## src/rtl/tinytpu_result_serializer.sv

```systemverilog
// Result-matrix serializer: captures one N x N result frame and shifts it out bit-serially,
// paced by the host through tx_en.
//
// state | meaning
// IDLE  | waiting for res_valid, res_ready high
// SHIFT | frame bits presented on data_out_z, one consumed per tx_en edge
// DONE  | single-cycle tx_done pulse before returning to IDLE
module tinytpu_result_serializer #(
    parameter int N     = 2,
    parameter int RES_W = 16
) (
    input  logic                 clk,
    input  logic                 rst_n,
    input  logic                 init,
    input  logic                 res_valid,
    input  logic [N*N*RES_W-1:0] res_data,
    output logic                 res_ready,
    input  logic                 tx_en,
    output logic                 data_out_z,
    output logic                 tx_ready,
    output logic                 tx_done
);

    localparam int TOT_BITS = N * N * RES_W;
    localparam int CNT_W    = (TOT_BITS > 1) ? $clog2(TOT_BITS) : 1;

    localparam logic [1:0] ST_IDLE  = 2'd0;
    localparam logic [1:0] ST_SHIFT = 2'd1;
    localparam logic [1:0] ST_DONE  = 2'd2;

    localparam logic [CNT_W-1:0] LAST_BIT = CNT_W'(TOT_BITS - 1);

    logic [1:0]          state;
    logic [TOT_BITS-1:0] shreg;
    logic [TOT_BITS-1:0] load_val;
    logic [CNT_W-1:0]    bit_cnt;

    // Word 0 lands in the top slot so that always emitting the MSB gives word order 0..N*N-1.
    always_comb begin
        load_val = '0;
        for (int i = 0; i < N * N; i++) begin
            load_val[TOT_BITS-1-i*RES_W -: RES_W] = res_data[i*RES_W +: RES_W];
        end
    end

    always_ff @(posedge clk or negedge rst_n) begin
        if (!rst_n) begin
            state   <= ST_IDLE;
            shreg   <= '0;
            bit_cnt <= '0;
        end else if (init) begin
            state   <= ST_IDLE;
            shreg   <= '0;
            bit_cnt <= '0;
        end else begin
            case (state)
                ST_IDLE: begin
                    if (res_valid) begin
                        shreg   <= load_val;
                        bit_cnt <= '0;
                        state   <= ST_SHIFT;
                    end
                end
                ST_SHIFT: begin
                    if (tx_en) begin
                        shreg <= {shreg[TOT_BITS-2:0], 1'b0};
                        if (bit_cnt == LAST_BIT) begin
                            bit_cnt <= '0;
                            state   <= ST_DONE;
                        end else begin
                            bit_cnt <= bit_cnt + 1'b1;
                        end
                    end
                end
                ST_DONE: begin
                    state <= ST_IDLE;
                end
                default: begin
                    state   <= ST_IDLE;
                    shreg   <= '0;
                    bit_cnt <= '0;
                end
            endcase
        end
    end

    assign res_ready  = (state == ST_IDLE);
    assign tx_ready   = (state == ST_SHIFT);
    assign tx_done    = (state == ST_DONE);
    assign data_out_z = tx_ready & shreg[TOT_BITS-1];

endmodule

```

## config.mk

```make
export PLATFORM = sky130hd
export DESIGN_NAME = tinytpu_result_serializer
export DESIGN_NICKNAME = d
export VERILOG_FILES = /design/src/rtl/tinytpu_result_serializer.sv
export SDC_FILE = /design/constraint.sdc
export NUM_CORES = 1
export LEC_CHECK = 0
export ABC_AREA = 1
export BUFFER_PORTS_ARGS = -buffer_cell sky130_fd_sc_hd__buf_2
export CORE_MARGIN = 10
export CORE_UTILIZATION = 59
export DETAILED_ROUTE_END_ITERATION = 8
export GPL_ROUTABILITY_DRIVEN = 1
export PLACE_DENSITY_LB_ADDON = 0.08
export SYNTH_ARGS = -nofsm -noshare
export SYNTH_HDL_FRONTEND = slang
export SYNTH_SLANG_ARGS = --single-unit
export TNS_END_PERCENT = 20
```

## constraint.sdc

```tcl
create_clock -name clk -period 4.4 [get_ports clk]
set_clock_uncertainty 0.1 [all_clocks]
set_input_delay 0.66 -clock clk [delete_from_list [all_inputs] [get_ports clk]]
set_output_delay 0.66 -clock clk [all_outputs]
set_load 0.02 [all_outputs]
```

==> After elaboration in Yosys (flattened, before gate mapping) <==
Index checks and enable logic that the tools add are counted.
{ "word_totals": {"register_bits": 72, "in_bits": 69, "output_inout_bits": 4, "elab_cells": 29} }
{ "classes": {"n_addsub": 1, "n_eq_ne": 7, "mux": 14, "bitwise": 1, "reduce_logical": 3} }
{ "ops": {"columns": ["operator", "count"], "rows": [
  ["64-bit two-way mux", 3],
  ["64-bit one-hot mux with 3 select lines", 1],
  ["6-bit two-way mux", 4],
  ["6-bit one-hot mux with 3 select lines", 1],
  ["2-bit two-way mux", 4],
  ["6-bit by 1-bit adder with 6-bit output (second input constant)", 1],
  ["6-bit == test (second input constant)", 1],
  ["3-bit inequality test (second input constant)", 2],
  ["3-bit AND reduction", 2],
  ["2-bit one-hot mux with 2 select lines", 1],
  ["3-bit by 2-bit inequality test with 1-bit output (second input constant)", 1],
  ["2-bit by 1-bit == test with 1-bit output (second input constant)", 1],
  ["2-bit == test (second input constant)", 1],
  ["2-bit zero test", 1],
  ["2-bit inequality test (second input constant)", 1],
  ["1-bit AND", 1]
]} }

==> Depth between registers and ports, before layout <==
Gate-level depths: netlist of the first run.
{ "depth": {"word_depth": 5, "mapped_depth": 9, "depth_no_buf": 8} }

==> Least setup slack after synthesis of the first run <==
OpenSTA, ideal clock, no wires.
{ "synth_timing": {"path_type": "input to register", "startpoint": "input port init", "endpoint": "register bit_cnt[4]", "setup_ns": 0.120, "arrival_time_ns": 1.465, "t_required_ns": 4.180, "path_slack_ns": 2.716, "cell_stages": 8, "n_path_buf": 2, "cell_sequence": "nor2_1 nand2_2 nand3_4 inv_4 buf_12 buf_6 a21oi_2 nor2_2"} }
{ "synth_between": {"elab_chain_len": 2, "word_cells_on_any_way": 5, "classes_between": "eq/ne (3); mux (1); reduce/logical (1)"} }
{ "synth_rtl": {"columns": ["element", "line_no", "rtl"], "rows": [
  ["start, declared", "14", "input logic init,"],
  ["3-bit inequality test (no source line) or 2-bit inequality test (tied branches)", null, null],
  ["3-bit AND reduction (no source line)", null, null],
  ["end signal, assigned", "71", "bit_cnt <= bit_cnt + 1'b1;"],
  ["end, declared", "36", "logic [CNT_W-1:0] bit_cnt;"]
]} }
Parallel ways exist; a longest one is shown, timed or not.
A chain may end at the register's enable or synchronous reset.

==> Worst setup path in the final report of the first run <==
{ "layout_timing": {"startpoint": "register state[1]", "endpoint": "register shreg[50]"} }
{ "layout_between": {"elab_chain_len": 3, "word_cells_on_any_way": 9, "classes_between": "eq/ne (5); mux (2); reduce/logical (2)"} }
{ "layout_rtl": {"columns": ["element", "line_no", "rtl"], "rows": [
  ["start, declared", "33", "logic [1:0] state;"],
  ["start signal, assigned", "48", "state <= ST_IDLE;"],
  ["start signal, assigned", "52", "state <= ST_IDLE;"],
  ["start signal, assigned", "61", "state <= ST_SHIFT;"],
  ["2-bit by 1-bit == test with 1-bit output, or another cell as far along", "56", "case (state)"],
  ["3-bit inequality test (no source line), or another cell as far along", null, null],
  ["3-bit AND reduction (no source line) or 64-bit two-way mux (tied branches)", null, null],
  ["end signal, assigned", "59", "shreg <= load_val;"],
  ["end signal, assigned", "66", "shreg <= {shreg[TOT_BITS-2:0], 1'b0};"],
  ["end, declared", "34", "logic [TOT_BITS-1:0] shreg;"]
]} }
Parallel ways exist; a longest one is shown, timed or not.

==> impl_metrics.tcl, run 1 <==
set metrics [dict create \
    outcome "complete, no violations" \
    fin_tns_setup_ns 0 \
    syn-cell-area_sq_mm 0.00365 \
    io_buffers 72 \
    cts_max_level 3 \
    synth_cell_types 26 \
    vias 3131 \
    r2r_cells 7 \
    fmax_mhz 468 \
    dieArea_sq_mm 0.00974 \
    hp-class "primary input to async pin" \
    start_kind "flop" \
    ir_drop_v 0.000466 \
    p_switching_w 0.000611 \
    synth_top_cell_by_area "dfrtp_1" \
    layout.nets 608 \
    setup_viol 0 \
    rsz0062_at_grt "false" \
    min_period_over_period_pct 48.6 \
    gp_congestion 0.811 \
    via_per_inst 5.07 \
    ctsLongestPathBuffers 2 \
    internal_power_w 0.00124 \
    leakage_nw 1.99 \
    cp.depth 7 \
    tritoncts "built" \
    post-cts-setup-buffers 0 \
    grtUsageTotal_pct 16.2 \
    regArea_sq_mm 0.00180 \
    multi_input_area_sq_mm 0.00139 \
    die_y_microns 98.7 \
    crit_buf_inv 1 \
    clockRootBuffer "clkbuf_8" \
    antenna_cells 0 \
    synth_area_leaders "dfrtp_1 (49%), nand2_1 (15%), o21ai_0 (13%)" \
    drive_above_1_share_pct 18.8 \
    finalCriticalPeriod_ns 2.14 \
    hold_violations 0 \
    dp_hpwl_microns 5060 \
    synth-edff-count 0 \
    final_antenna_net_count 0 \
    cellPowerDensity_mw_per_mm2 447 \
    max-cap-violations 0 \
    wl_per_cell_microns 12.7 \
    n_fill_cell 527 \
    area_growth_pct 13.3 \
    synth.most_common_cell "nand2_1" \
    syn_inst 480 \
    cp_max_fo 64 \
    clock-sinks 72 \
    ctsResizeCount 0 \
    antenna_found_initial 0 \
    yosysTopAreaCellShare_pct 49.3 \
    pwr-share-comb_pct 25.8 \
    hold_slack_ns 0.293 \
    clk_pin_slew_ns 0.08 \
    grt_pass1_vias 3081 \
    ios 73 \
    cp_cell_sequence "nor2_2 -> nand2_1 -> inv_2 -> nand2_1 -> o21ai_1 -> nand2_1 -> o21ai_0" \
    worst_pin_slew_ns 1.06 \
    grt_max_degree 134 \
    worstSetupPathType "flop to flop" \
    cp.arrival_ns 2.29 \
    cp.required_ns 4.55 \
    drt_first_pass_iters 5 \
    drtIter0Drc 148 \
    fp.dieW_microns 98.7 \
    p_sw_share_pct 33.0 \
    cts_made_buffers 9 \
    synth_nets 550 \
    initial_utilization_pct 61.3 \
    yosysWarnings 0 \
    maxSlewHeadroom_pct 29.5 \
    max_stage_delay_ns 0.74 \
    grt_remaining_overflow 0 \
    ys_seq_area_share_pct 49.3 \
    timing.critical_path.mode_cell "nand2_1" \
    coreArea_sq_mm 0.00596 \
    drc_errors 0 \
    worst_path_max_delay_cell "inv_2" \
    ys_top_cells_by_count "nand2_1 (144), o21ai_0 (98), dfrtp_1 (72), inv_1 (69), o21ai_1 (31)" \
    cts_hold_buffers 0 \
    async_flop_share_pct 100 \
    clkPwrFrac_pct 28.5 \
    p_seq_share_pct 45.8 \
    clkLatencyLatePin_ns 0.35 \
    wirelength_microns 7820 \
    grt_pass1_wl_microns 13300 \
    critPathTopFamily "buffers and inverters" \
    endpoint_kind "flop" \
    synth-seq-cells 72 \
    rows 28 \
    slew_viol_final 0 \
    synth-main-ff-cell "dfrtp_1" \
    avgSynthCellArea_sq_um 7.61 \
]
[cell families (layout without fill, tap and decap cells)]
family,after synthesis,in the layout,share of synthesized area (%)
AO/OA/AOI/OAI,135,135,18.7
buffers and inverters,100,163,12.6
adder cells (fa/ha/maj),1,1,0.342
flip-flops,72,72,49.3
AND/OR/NAND/NOR,172,172,19.1
[sequential cells by signal, summed over array words and instances (netlist names)]
name / count
bit_cnt: 6
shreg: 64
state: 2
[cells in the final DEF, fill, tap and decap left out, types with 2 or more instances in the layout]
master / synthesis / layout
nand3_1: 5 / 5
clkbuf_1: 11 / 2
a21oi_1: 4 / 4
buf_2: 6 / 72
inv_1: 69 / 69
clkbuf_8: 0 / 11
dfrtp_1: 72 / 72
o21ai_0: 98 / 98
nand2_2: 3 / 3
nor2_1: 11 / 11
inv_2: 3 / 3
clkinv_2: 0 / 2
nand4_1: 2 / 2
nand2_1: 144 / 144
o21ai_1: 31 / 31
nor2_2: 3 / 3
[layout make-up]
class / count / area share [%]
clock inverters: 3 / 0.967
flip-flops and latches: 72 / 43.5
clock buffers: 13 / 3.84
multi-input cells: 308 / 33.6
repair buffers: 73 / 8.89
well taps: 75 / 2.27
inverters: 74 / 6.89
[routing by layer]
layer,vias to the layer above,GRT usage (%),part of all wire (%)
li1,1620,-,-
met3,14,5.10,5.8
met4,0,6.73,1.5
met1,1423,19.9,48
met5,-,0,0
met2,74,25.8,45
[metrics by stage]
stage          util [%]  worst slack (ns)  total power (W)  instances  area, sq um
3_5_place_dp       66.2              1.97          0.00133        602         3940
6_report           69.5              2.26          0.00185        618         4140
5_1_grt            69.5              1.99          0.00199        618         4140
3_3_place_gp       66.2              2.02          0.00132        602         3940
2_1_floorplan         -              2.72          0.00124        480         3650
4_1_cts            69.5              2.25          0.00187        618         4140
[path summary, 6_finish.rpt]
check	startpoint	to	slack, ns
min in group clk	shreg[20]	shreg[20]	0.42
worst min-delay path	rst_n	shreg[40]	0.29
max in group asynchronous	rst_n	bit_cnt[5]	2.94
worst max register to register	state[1]	shreg[50]	2.26
worst max-delay path	state[1]	shreg[50]	2.26
worst min register to register	shreg[20]	shreg[20]	0.42
[power by group through the flow]
| stage | logic, W | clock network, W | registers [W] |
|---|---|---|---|
| after floorplan | 0.000391 | 0 | 0.000845 |
| after global placement | 0.000465 | 0 | 0.000853 |
| after detailed placement | 0.000474 | 0 | 0.000858 |
| after CTS | 0.000481 | 0.000538 | 0.000846 |
| after global routing | 0.000564 | 0.000567 | 0.000859 |
| final | 0.000476 | 0.000526 | 0.000846 |
Note: power is estimated with default switching activity, not from simulation.
==> run 2, diff against run 1 <==
Settings changed: CORE_UTILIZATION 59 to 50.
Clock period 4.4 ns to 1.8 ns, I/O delays scaled along.
==> run 2 against run 1 <==
Against the previous run: die area increased by 14%; count of clock-buffer cells in the layout decreased by 2; non-clock buffer count grew 10; combinational power rose to 2.7 times the previous value; routed wire length up 0.20%; first-iteration DRC count grew 6.1%; largest power group unchanged.
==> impl_metrics.tcl, run 2 (same netlist as run 1, synthesis figures left out) <==
set metrics [dict create \
    whs_path_depth 3 \
    coreArea_sq_mm 0.00718 \
    fin_cells 652 \
    grtUsageTotal_pct 14.7 \
    ctsResizeCount 0 \
    vias 3090 \
    via_per_inst 4.74 \
    drt_first_pass_iters 4 \
    max_stage_delay_ns 0.44 \
    cp.arrival_ns 1.82 \
    dieArea_sq_mm 0.0111 \
    cellPowerDensity_mw_per_mm2 1070 \
    antenna_found_initial 0 \
    ctsLongestPathBuffers 2 \
    final_common_cell "nand2_1" \
    r2r-start "state[1]" \
    cp.depth 8 \
    n_fill_cell 667 \
    final_cell_mix "nand2_1 (144), o21ai_0 (98), dfrtp_1 (72), buf_2 (72), inv_1 (69)" \
    finalCriticalPeriod_ns 1.66 \
    setup_viol 0 \
    clock-sinks 72 \
    crit_buf_inv 3 \
    cp_max_fo 37 \
    min_from "res_data[48]" \
    gp_congestion 0.865 \
    outcome "complete, no violations" \
    clockRootBuffer "clkbuf_8" \
    grt_pass1_vias 3281 \
    multi_input_area_sq_mm 0.00139 \
    rsz0062_at_grt "false" \
    largestRegisters "shreg x64, bit_cnt x6, state x2" \
    min_period_over_period_pct 92.4 \
    die_y_microns 105 \
    fmax_mhz 601 \
    timing.critical_path.mode_cell "o21ai_0" \
    cts_made_buffers 9 \
    io_buffers 72 \
    dp_hpwl_microns 5460 \
    hold_violations 0 \
    fin_tns_setup_ns 0 \
    leakage_nw 2.07 \
    start_kind "flop" \
    cts_max_level 3 \
    grt_pass1_wl_microns 14000 \
    worst_pin_slew_ns 0.393 \
    drtIter0Drc 157 \
    layout.nets 618 \
    fp.dieW_microns 105 \
    initial_utilization_pct 50.9 \
    maxSlewHeadroom_pct 73.8 \
    rows 31 \
    tritoncts "built" \
    grt_remaining_overflow 0 \
    drive_above_1_share_pct 20.4 \
    ios 73 \
    drc_errors 0 \
    regArea_sq_mm 0.00180 \
    cp.required_ns 1.96 \
    area_growth_pct 18.8 \
    placed_cells 635 \
    endpoint_kind "flop" \
    hp-class "primary input to flop" \
    worst_path_max_delay_cell "dfrtp_1" \
    max-cap-violations 0 \
    wirelength_microns 7840 \
    clk_pin_slew_ns 0.08 \
    hold_path_end "shreg[0]" \
    final_antenna_net_count 0 \
    critPathTopFamily "flip-flops" \
    grt_max_degree 73 \
    design_area_sq_mm 0.00434 \
    largest_reg_flops 64 \
    place_area_sq_mm 0.00413 \
    largest-register "shreg" \
    power_w 0.00466 \
    r2r_cells 8 \
    ir_drop_v 0.000557 \
    clkLatencyLatePin_ns 0.34 \
    worstSetupPathType "flop to flop" \
    rrSetupSlack_ns 0.14 \
    antenna_cells 0 \
    slew_viol_final 0 \
    cp_cell_sequence "inv_1 -> nand2_2 -> nor2_4 -> clkinv_4 -> buf_4 -> o21ai_0 -> nand2_1 -> o21ai_0" \
    wl_per_cell_microns 12.0 \
    r2r-end "shreg[38]" \
]
run 2: changes by cell type in the layout (fill, tap and decap cells not counted):
cell,change
buf_12,+7
buf_4,+2
clkbuf_1,-2
clkinvlp_4,+2
dlygate4sd3_1,+1
run 2: per-layer routing:
metal  up-vias  routed length, microns  GRT usage, %
li1       1638                       -             -
met1      1384                    3610          17.0
met2        54                    3780          26.0
met3        14                     313          3.11
met4         0                     131          6.08
met5         -                       0             0
run 2: worst max path at each step:
stage / slack, ns / to / startpoint
floorplan: 0.17 / bit_cnt[4] / state[0]
global placement: 0.23 / shreg[62] / state[1]
detailed placement: 0.19 / shreg[62] / state[1]
CTS: 0.15 / shreg[38] / state[1]
global route: 0.02 / shreg[60] / state[1]
finish: 0.14 / shreg[38] / state[1]
run 2: where the power goes:
| group | leakage (nW) | internal [W] | total [W] | switching [W] |
|---|---|---|---|---|
| clock | 0.101 | 0.000711 | 0.00130 | 0.000593 |
| combinational | 1.00 | 0.000465 | 0.00129 | 0.000829 |
| sequential | 0.960 | 0.00196 | 0.00206 | 0.000105 |
| total | 2.07 | 0.00313 | 0.00466 | 0.00153 |
run 2: layout make-up:
cell class,instances,share of cell area [%]
sequential,72,41.5
multi-input combinational,308,32.0
timing repair buffer,83,12.3
inverter,74,6.57
clock buffer,11,3.49
tap,99,2.85
clock inverter,5,1.27
run 2: stage by stage:
stage                     worst slack (ns)  hold WS [ns]  util [%]
after detailed placement             0.194         0.230      57.5
after global routing                0.0172         0.103      60.5
after CTS                            0.152        0.0817      60.5
after global placement               0.229         0.234      57.5
final                                0.137        0.0943      60.5
after floorplan                      0.166        -0.126         -
run 2: timing repair:
| action | CTS | global route |
|---|---|---|
| setup buffers | 0 | 0 |
| endpoints found under the hold margin | 72 | 0 |
| hold buffers | 1 | 0 |
run 2: worst register-to-register path: stages (launching register included):
cell and delay [ns]:
dfrtp_1 0.44, inv_1 0.09, nand2_2 0.08, nor2_4 0.18, clkinv_4 0.06, buf_4 0.24
o21ai_0 0.23, nand2_1 0.09, o21ai_0 0.09
